<file path="config.mk">
export PLATFORM = sky130hd
export DESIGN_NAME = rand_delay_timer
export DESIGN_NICKNAME = d
export VERILOG_FILES = /design/src/rtl/rand_delay_timer.sv
export SDC_FILE = /design/constraint.sdc
export NUM_CORES = 1
export LEC_CHECK = 0
export CAP_MARGIN = 30
export CORE_MARGIN = 2
export CORE_UTILIZATION = 38
export DETAILED_ROUTE_END_ITERATION = 8
export PLACE_DENSITY = 0.57
export SYNTH_ARGS = -nofsm -noshare
export SYNTH_HDL_FRONTEND = slang
export SYNTH_SLANG_ARGS = --single-unit
</file>
<file path="constraint.sdc">
create_clock -name clk -period 5 [get_ports clk]
set_input_delay 0.5 -clock clk [delete_from_list [all_inputs] [get_ports clk]]
set_output_delay 0.5 -clock clk [all_outputs]
set_load 0.01 [all_outputs]
</file>
<file path="src/rtl/rand_delay_timer.sv">
// Reaction-time trial timer: waits a randomized delay after start, raises go,
// then measures the cycles until hit. It reports false starts and saturation timeouts.
module rand_delay_timer #(
  parameter int MIN_CYCLES = 1000,
  parameter int MASK_BITS  = 20,
  parameter int RT_W       = 16
) (
  input  logic            clk,
  input  logic            reset,
  input  logic            start,
  input  logic [23:0]     randnum,
  input  logic            hit,
  output logic            busy,
  output logic            go,
  output logic            result_valid,
  output logic [RT_W-1:0] result,
  output logic            false_start,
  output logic            timeout
);

  typedef enum logic [1:0] {
    IDLE  = 2'd0,
    ARMED = 2'd1,
    GO    = 2'd2
  } state_t;

  localparam logic [RT_W-1:0] RT_MAX = '1;

  state_t            state, state_n;
  logic [24:0]       delay_cnt, delay_n;
  logic [RT_W-1:0]   rt, rt_n;
  logic              busy_n, go_n, result_valid_n;
  logic [RT_W-1:0]   result_n;
  logic              false_start_n, timeout_n;
  logic [24:0]       delay_load;
  logic              unused_randnum;

  // 25-bit sum so that MIN_CYCLES plus a full 24-bit mask can never wrap
  assign delay_load = 25'(MIN_CYCLES) +
                      {{(25 - MASK_BITS){1'b0}}, randnum[MASK_BITS-1:0]};
  assign unused_randnum = ^randnum;

  always_ff @(posedge clk or posedge reset) begin
    if (reset) begin
      state        <= IDLE;
      delay_cnt    <= '0;
      rt           <= '0;
      busy         <= 1'b0;
      go           <= 1'b0;
      result_valid <= 1'b0;
      result       <= '0;
      false_start  <= 1'b0;
      timeout      <= 1'b0;
    end else begin
      state        <= state_n;
      delay_cnt    <= delay_n;
      rt           <= rt_n;
      busy         <= busy_n;
      go           <= go_n;
      result_valid <= result_valid_n;
      result       <= result_n;
      false_start  <= false_start_n;
      timeout      <= timeout_n;
    end
  end

  always_comb begin
    state_n        = state;
    delay_n        = delay_cnt;
    rt_n           = rt;
    result_valid_n = 1'b0;
    result_n       = result;
    false_start_n  = false_start;
    timeout_n      = timeout;

    case (state)
      IDLE: begin
        if (start) begin
          delay_n = delay_load;
          state_n = ARMED;
        end
      end
      ARMED: begin
        // A hit while armed wins over the final countdown edge
        if (hit) begin
          state_n        = IDLE;
          delay_n        = '0;
          result_valid_n = 1'b1;
          result_n       = '0;
          false_start_n  = 1'b1;
          timeout_n      = 1'b0;
        end else if (delay_cnt == 25'd1) begin
          state_n = GO;
          delay_n = '0;
          rt_n    = '0;
        end else begin
          delay_n = delay_cnt - 25'd1;
        end
      end
      GO: begin
        if (hit) begin
          state_n        = IDLE;
          result_valid_n = 1'b1;
          result_n       = rt;
          false_start_n  = 1'b0;
          timeout_n      = 1'b0;
        end else if (rt == RT_MAX) begin
          state_n        = IDLE;
          result_valid_n = 1'b1;
          result_n       = RT_MAX;
          false_start_n  = 1'b0;
          timeout_n      = 1'b1;
        end else begin
          rt_n = rt + 1'b1;
        end
      end
      default: begin
        state_n = IDLE;
      end
    endcase

    busy_n = (state_n != IDLE);
    go_n   = (state_n == GO);
  end

endmodule

</file>
### Word-level counts from Yosys, hierarchy flattened

Cells that the tools add are included.

* flip-flop bits (word level): 64
* bits of input ports: 28
* output and inout port bits: 21
* logic and storage cells: 62

* add/subtract/negate cells: 3
* eq/ne operators: 12
* mux-type cells: 31
* reduce and logical (&&, ||, !) cells: 7

Operator list (number)
* 16-bit 2-to-1 mux: 7
* 25-bit 2-to-1 mux: 3
* 16-bit case mux with 2 select lines: 2
* 25-bit case mux with 2 select lines: 1
* 25-bit by 1-bit equality test with 1-bit output (second input constant): 1
* 25-bit by 1-bit subtractor with 25-bit output (second input constant): 1
* 10-bit by 20-bit adder with 21-bit output (first input constant): 1
* 16-bit by 1-bit adder with 16-bit output (second input constant): 1
* 16-bit equality test (second input constant): 1
* 2-bit != test (second input constant): 6
* 2-bit 2-to-1 mux: 5
* 1-bit 2-to-1 mux: 9
* 1-bit case mux with 2 select lines: 3
* 2-bit case mux with 3 select lines: 1
* 2-bit nonzero test: 3
* 5-bit AND reduction: 1
* 2-bit equality test (second input constant): 2
* 3-bit != test (second input constant): 1
* 3-bit AND reduction: 1
* 2-bit by 1-bit equality test with 1-bit output (second input constant): 1
* 2-bit zero test: 1
* 2-bit AND reduction: 1

### Depth between registers and ports, before layout

Gate-level depths: netlist (run 1).

* word-level depth: 5
* mapped depth: 10
* mapped depth without buffers: 7

### Least setup slack after synthesis (run 1)

OpenSTA, ideal clock, no wires.

* path type: register to register
* from: register delay_cnt[10]
* to: register delay_cnt[11]
* library setup time: 0.126 ns
* arrival: 2.211 ns
* data required time: 4.874 ns
* setup slack: 2.664 ns
* cell stages (with the launch flop): 9
* buffers on the path: 3
* period minus slack after synthesis: 2.336 ns
* cells stage by stage: dfrtp_1 > or3_1 > buf_6 > or4_4 > buf_6 > o21ai_4 > buf_6 > o21ai_1 > a221o_1

* cells in the longest elaborated chain, start to end: 4
* elaborated cells between the ends (all ways): 5
* those cells by class: add/sub: 1; eq/ne: 1; mux: 3

Ends and longest elaborated chain
* from (decl): RTL line 30 `logic [24:0] delay_cnt, delay_n;`
* from (signal assigned): RTL line 56 `delay_cnt <= delay_n;`
* 25-bit by 1-bit subtractor with 25-bit output or 25-bit by 1-bit equality test with 1-bit output (tied branches): RTL line 97, 92
* 25-bit 2-to-1 mux *: RTL line 92 `end else if (delay_cnt == 25'd1) begin`
* 25-bit 2-to-1 mux *: RTL line 85 `if (hit) begin`
* 25-bit case mux with 2 select lines *: RTL line 76 `case (state)`

Mark *: on every way between the ends. The rest lies on a longest branch, timed or not.
A chain may end at the register's enable or synchronous reset.

### Worst setup path after layout (run 1)

* from: register rt[3]
* to: register timeout

* cells in the longest elaborated chain, start to end: 3

Ends and longest elaborated chain
* from (decl): RTL line 31 `logic [RT_W-1:0] rt, rt_n;`
* from (signal assigned): RTL line 57 `rt <= rt_n;`
* 16-bit equality test: RTL line 107 `end else if (rt == RT_MAX) begin`
* 3-bit != test (no line)
* 3-bit AND reduction (no line)
* to (signal assigned): RTL line 63 `timeout <= timeout_n;`
* to (decl): RTL line 18 `output logic timeout`

No other way between the ends.

==> flow_summary_export.csv, run 1 <==
group,metric,value,unit
timing,min_period_over_period,59.3,%
final_layout,layout.cells.non_filler,614,
floorplanning,io_pins,49,
final_layout,layout_common_cells,"dfrtp_1 (64), clkdlybuf4s50_1 (44), o21ai_0 (41)",
clocking,htree_levels,3,
min_path,min-delay-start,"delay_cnt[13]",
synthesis,ys_seq_area_share,40.3,%
floorplanning,die_area,11300,um^2
grt,grt_usage,19.6,%
grt,grt_pass1_wl,17.5,mm
final_layout,area_growth,16.7,%
min_path,whs_path_depth,1,
final_layout,final_nets,509,
timing,hold_violations,0,
synthesis,synth-seq-cells,64,
setup_path,cp_slowest_stage_delay,780,ps
setup_path,r2r_start,"rt[3]",
drt,drc,0,
final_layout,fin_area,4640,um^2
clocking,clk_pin_slew,70,ps
pwr,leakagePower,1.82,nW
drt,routed-via-count,3566,
synthesis,syn_inst,442,
clocking,numCtsBuffers,9,
timing,min_period,2970,ps
setup_path,reg2reg_slack,2030,ps
setup_path,rr_worst_depth,5,
min_path,holdPathEnd,"delay_cnt[13]",
synthesis,synth_cell_types,61,
pwr,p_total,2.07,mW
clocking,root_buffer,"clkbuf_8",
setup_path,startpoint_type,"register",
clocking,tritoncts,"built",
drt,finalWirelength,10.5,mm
grt,grt_max_degree,65,
timing,fin_hold_ws,481,ps
timing,drv_slew,0,
pwr,peakVddDrop,0.000181,V
timing,clock_skew,9.09,ps
timing,finalSetupViolCount,0,
drt,firstDrtPassIters,4,
synthesis,async_flop_share,100,%
pwr,powerDensity,446,nW/um^2
synthesis,postSynthAreaPerCell,8.99,um^2
clocking,clock_path_buffers,2,
grt,grt_overflow,0,
synthesis,yosys_warnings,0,
floorplanning,rows,37,
place,placed_area,4470,um^2
setup_path,crit_chain,"nand3_1, nor3b_1, a31oi_1, nor2_1, o22a_1",
timing,max_slew.worst_pin.slew,991,ps
floorplanning,core_area,10200,um^2
drt,antenna_left,0,
setup_path,end_kind,"register",
synthesis,syn-num-nets,478,
min_path,hp-class,"reg2reg",
clocking,insertion_delay,350,ps
timing,slew_headroom,33.8,%
drt,detail_route.wl_per_cell,17.1,um
final_layout,layout_commonest_cell,"dfrtp_1",
place,preCtsSetupSlack,2050,ps
setup_path,critical_path_required,5290,ps
setup_path,crit_slowest_cell,"nor2_1",
final_layout,n_fill_cell,1017,
drt,vias_per_cell,5.81,
floorplanning,start_util,38.9,%
final_layout,antenna_cells,0,
grt,grt_pass1_vias,3402,
flow_run,maxCapViolCount,0,
timing,max_freq,337,MHz
place,io_buffers,44,
timing,grt_setup_unrepaired,"no",
synthesis,synth_edf_count,0,
final_layout,final_util,45.3,%
drt,drt_iter0_markers,264,
clocking,hold_buffers,0,
synthesis,synthFlopType,"dfrtp_1",
final_layout,drive_above_1_share,6.28,%
timing,fin_setup_tns,0,ps
floorplanning,fp.dieW,106,um
clocking,cts.sinks,64,
setup_path,worst-path-max-fanout,12,
outcome,outcome,"complete, no violations",
setup_path,r2r_end,"timeout",
place,place_congestion,0.819,
synthesis,netlist_area,3980,um^2
place,place_inst,598,
setup_path,timing_worst_setup_path_type,"reg2reg",
clocking,post_cts_buffers,0,
place,dpl.hpwl,7.15,mm
grt,antenna_found_initial,0,
setup_path,cp.arrival,3260,ps
clocking,cts_resized,0,
timing,finalWorstSetupSlack,2030,ps
floorplanning,die_h,106,um
==> Yosys cell counts (2+ instances only) <==
master / count / area share [%]
dfrtp_1: 64 / 40
o21ai_0: 41 / 5.2
nor2_1: 31 / 2.9
nand2_1: 30 / 2.8
a21oi_1: 29 / 3.7
clkbuf_1: 19 / 1.8
nor4_1: 17 / 2.7
o31ai_1: 16 / 3.0
inv_1: 13 / 1.2
or4_1: 13 / 2.5
a2bb2oi_1: 11 / 2.4
nor3_1: 11 / 1.4
nand3_1: 9 / 1.1
nand4_1: 9 / 1.4
ha_1: 8 / 2.5
or3_1: 7 / 1.1
xnor2_1: 7 / 1.5
and2_1: 6 / 0.94
and3_1: 6 / 0.94
mux2i_1: 6 / 1.5
a211o_1: 5 / 1.1
a221o_1: 5 / 1.3
nor2b_1: 5 / 0.79
xor2_1: 5 / 1.1
and4_1: 4 / 0.88
buf_2: 4 / 0.50
buf_6: 4 / 1.1
o211a_1: 4 / 1.0
o21bai_1: 4 / 0.76
a211oi_1: 3 / 0.57
a21o_1: 3 / 0.57
a22o_1: 3 / 0.66
a22oi_1: 3 / 0.57
nor3b_1: 3 / 0.57
o21ai_1: 3 / 0.38
a31oi_1: 2 / 0.31
o311ai_0: 2 / 0.44
o32ai_1: 2 / 0.44
or2_2: 2 / 0.31
or4_4: 2 / 0.57
==> power by group <==
part	switching, mW	internal, mW	total (mW)	leakage, nW
clock network	0.209	0.192	0.402	0.0834
registers	0.136	0.655	0.791	0.829
logic	0.497	0.381	0.878	0.903
total	0.842	1.23	2.07	1.82
==> layout make-up <==
cell class / count / area, um^2 / area share (%)
Sequential cell: 64 / 1600 / 34.5
Clock buffer: 13 / 149 / 3.21
Tap cell: 136 / 170 / 3.67
Clock inverter: 3 / 17.5 / 0.378
Timing Repair Buffer: 49 / 475 / 10.2
Multi-Input combinational cell: 335 / 2170 / 46.8
Inverter: 14 / 52.6 / 1.13
==> registers in the layout, summed over array words and instances, names as in the netlist, 2 cells and up <==
| register | flops |
|---|---|
| rt | 16 |
| state | 2 |
| result | 16 |
| delay_cnt | 25 |
==> worst max path at each step <==
stage | start | to | slack, ps | cells after the start
final | rt[3] | timeout | 2030 | 5
after global routing | rt[0] | timeout | 1750 | 6
after CTS | rt[0] | timeout | 2060 | 6
after detailed placement | randnum[8] | delay_cnt[17] | 2050 | 6
after global placement | randnum[8] | delay_cnt[17] | 2080 | 6
after floorplan | delay_cnt[10] | delay_cnt[11] | 2660 | 8
==> metal layers <==
layer  GRT usage, %  wire (um)  vias to the layer above
met5              0          0                        -
met4           6.58        141                        0
met3           3.56        467                       13
met2           27.9       4590                       75
met1           29.5       5280                     1736
li1               -          -                     1742
==> worst max-delay path, delay by kind of cell, from the launching register on <==
kind               cells  cell delay [ps]
AOI/OAI and AO/OA      2              700
DFF                    1              560
and+or+nand+nor        3             1640
==> cells by family (layout without fill, tap and decap cells) <==
kind of cell	Yosys count	in the layout	share of synthesized area [%]
multiplexers	7	7	1.79
XOR/XNOR	12	12	2.64
adder cells (fa/ha/maj)	8	8	2.52
buffers and inverters	43	79	5.04
flip-flops	64	64	40.3
AND/OR/NAND/NOR	161	161	22.6
AO/OA/AOI/OAI	147	147	25.1
(Power assumes the default switching activity.)
==> run 2, diff against run 1 <==
--- a/config.mk
+++ b/config.mk
@@ -9,7 +9,7 @@
 export CORE_MARGIN = 2
 export CORE_UTILIZATION = 38
 export DETAILED_ROUTE_END_ITERATION = 8
-export PLACE_DENSITY = 0.57
+export PLACE_DENSITY = 0.59
 export SYNTH_ARGS = -nofsm -noshare
 export SYNTH_HDL_FRONTEND = slang
 export SYNTH_SLANG_ARGS = --single-unit
==> constraint.sdc (replaced) <==
create_clock -name clk -period 2.65 [get_ports clk]
set_input_delay 0.265 -clock clk [delete_from_list [all_inputs] [get_ports clk]]
set_output_delay 0.265 -clock clk [all_outputs]
set_load 0.01 [all_outputs]
==> flow_summary_export.csv, run 2 (same netlist as run 1, synthesis figures left out) <==
group,metric,value,unit
setup_path,rr_worst_depth,6,
floorplanning,core_area,10200,um^2
timing,min_period,2520,ps
clocking,root_buffer,"clkbuf_8",
clocking,clk_pin_slew,80,ps
timing,drv_slew,0,
final_layout,drive_above_1_share,11.0,%
pwr,peakVddDrop,0.000369,V
timing,min_period_over_period,95.3,%
setup_path,cp.arrival,2770,ps
timing,grt_setup_unrepaired,"no",
floorplanning,io_pins,49,
setup_path,worst-path-max-fanout,15,
timing,finalWorstSetupSlack,125,ps
clocking,numCtsBuffers,9,
timing,clock_skew,10.7,ps
final_layout,largest_register_ffs,25,
drt,drt_iter0_markers,259,
setup_path,end_kind,"register",
drt,firstDrtPassIters,4,
clocking,post_cts_buffers,0,
setup_path,crit_chain,"or3_1, or4_4, o21ai_4, buf_12, o21ai_1, a221o_1",
flow_run,maxCapViolCount,0,
grt,grt_pass1_wl,18.1,mm
setup_path,r2r_end,"delay_cnt[6]",
final_layout,antenna_cells,0,
grt,grt_usage,20.3,%
drt,detail_route.wl_per_cell,17.0,um
setup_path,crit_slowest_cell,"or4_4",
setup_path,cp_slowest_stage_delay,640,ps
floorplanning,die_area,11300,um^2
drt,antenna_left,0,
drt,vias_per_cell,5.83,
clocking,hold_buffers,0,
final_layout,top_regs,"delay_cnt (25), result (16), rt (16)",
clocking,insertion_delay,360,ps
floorplanning,rows,37,
clocking,htree_levels,3,
setup_path,critical_path_required,2890,ps
floorplanning,die_h,106,um
place,preCtsSetupSlack,143,ps
drt,routed-via-count,3709,
place,io_buffers,44,
setup_path,r2r_start,"delay_cnt[8]",
grt,antenna_found_initial,0,
place,dpl.hpwl,7.70,mm
grt,grt_pass1_vias,3530,
timing,slew_headroom,37.3,%
final_layout,final_nets,531,
timing,fin_hold_ws,369,ps
grt,grt_max_degree,38,
setup_path,startpoint_type,"register",
pwr,leakagePower,1.95,nW
final_layout,area_growth,22.5,%
drt,finalWirelength,10.8,mm
clocking,cts_resized,0,
timing,finalSetupViolCount,0,
clocking,tritoncts,"built",
final_layout,layout_commonest_cell,"dfrtp_1",
final_layout,layout_common_cells,"dfrtp_1 (64), clkdlybuf4s50_1 (44), o21ai_0 (41)",
clocking,cts.sinks,64,
floorplanning,start_util,38.9,%
final_layout,largest_register,"delay_cnt",
timing,hold_violations,0,
grt,grt_overflow,0,
outcome,outcome,"complete, no violations",
min_path,hp-class,"in2async",
setup_path,timing_worst_setup_path_type,"reg2reg",
clocking,clock_path_buffers,2,
timing,max_freq,396,MHz
drt,drc,0,
place,place_congestion,0.839,
timing,fin_setup_tns,0,ps
floorplanning,fp.dieW,106,um
setup_path,reg2reg_slack,130,ps
pwr,powerDensity,863,nW/um^2
timing,max_slew.worst_pin.slew,937,ps
run 2: changes by cell type in the layout (fill, tap and decap cells not counted):
cell	change
inv_6	+1
buf_4	+21
bufinv_16	+1
buf_12	+2
clkinvlp_4	+2
buf_2	-1
clkbuf_1	-3
clkinv_2	-1
run 2: worst max path at each step:
stage | from | to | slack [ps] | cells after the start
floorplan | delay_cnt[10] | delay_cnt[11] | 310 | 8
global placement | delay_cnt[8] | delay_cnt[11] | 180 | 6
detailed placement | delay_cnt[10] | delay_cnt[6] | 140 | 6
CTS | delay_cnt[8] | delay_cnt[6] | 140 | 6
global route | delay_cnt[8] | delay_cnt[11] | 20 | 6
finish | delay_cnt[8] | delay_cnt[6] | 130 | 6
run 2: layout make-up:
type	instances	area [um^2]
clock buffer	10	138
tap	136	170
timing repair buffer	71	668
multi-input combinational	335	2170
fill	988	5360
clock inverter	6	66.3
sequential	64	1600
inverter	14	52.6
run 2: per-layer routing:
metal / GRT usage, % / vias to the layer above / part of all wire (%) / wire (um)
met5: 0 / - / 0 / 0
met3: 5.33 / 12 / 4.8 / 524
li1: - / 1793 / - / -
met1: 28.0 / 1836 / 47 / 5120
met2: 31.2 / 68 / 46 / 5000
met4: 6.39 / 0 / 1.5 / 159
run 2: report_power, final:
group	total, mW	internal [mW]	switching [mW]	leakage, nW
combinational	1.84	0.842	0.998	1.02
sequential	1.48	1.23	0.248	0.829
clock	0.882	0.461	0.421	0.0949
total	4.20	2.54	1.67	1.95
run 2: metrics by stage:
step | std cells | power, mW | util, % | cell area (um^2)
global route | 636 | 4.52 | 47.6 | 4870
global placement | 620 | 3.28 | 45.6 | 4670
floorplan | 442 | 2.62 | - | 3980
detailed placement | 620 | 3.33 | 45.6 | 4670
CTS | 636 | 4.23 | 47.6 | 4870
finish | 636 | 4.20 | 47.6 | 4870
run 2: critical path, delay by kind of cell (launching register included):
kind / cells / cell delay, ps
AOI/OAI and AO/OA: 3 / 670
and+or+nand+nor: 2 / 1140
buffers and inverters: 1 / 160
DFF: 1 / 420
==> run 3, diff against run 2 <==
--- a/config.mk
+++ b/config.mk
@@ -13,3 +13,4 @@
 export SYNTH_ARGS = -nofsm -noshare
 export SYNTH_HDL_FRONTEND = slang
 export SYNTH_SLANG_ARGS = --single-unit
+export TNS_END_PERCENT = 30
==> results of run 3 <==
No change in the layout: final DEF, timing and power equal those of run 2.
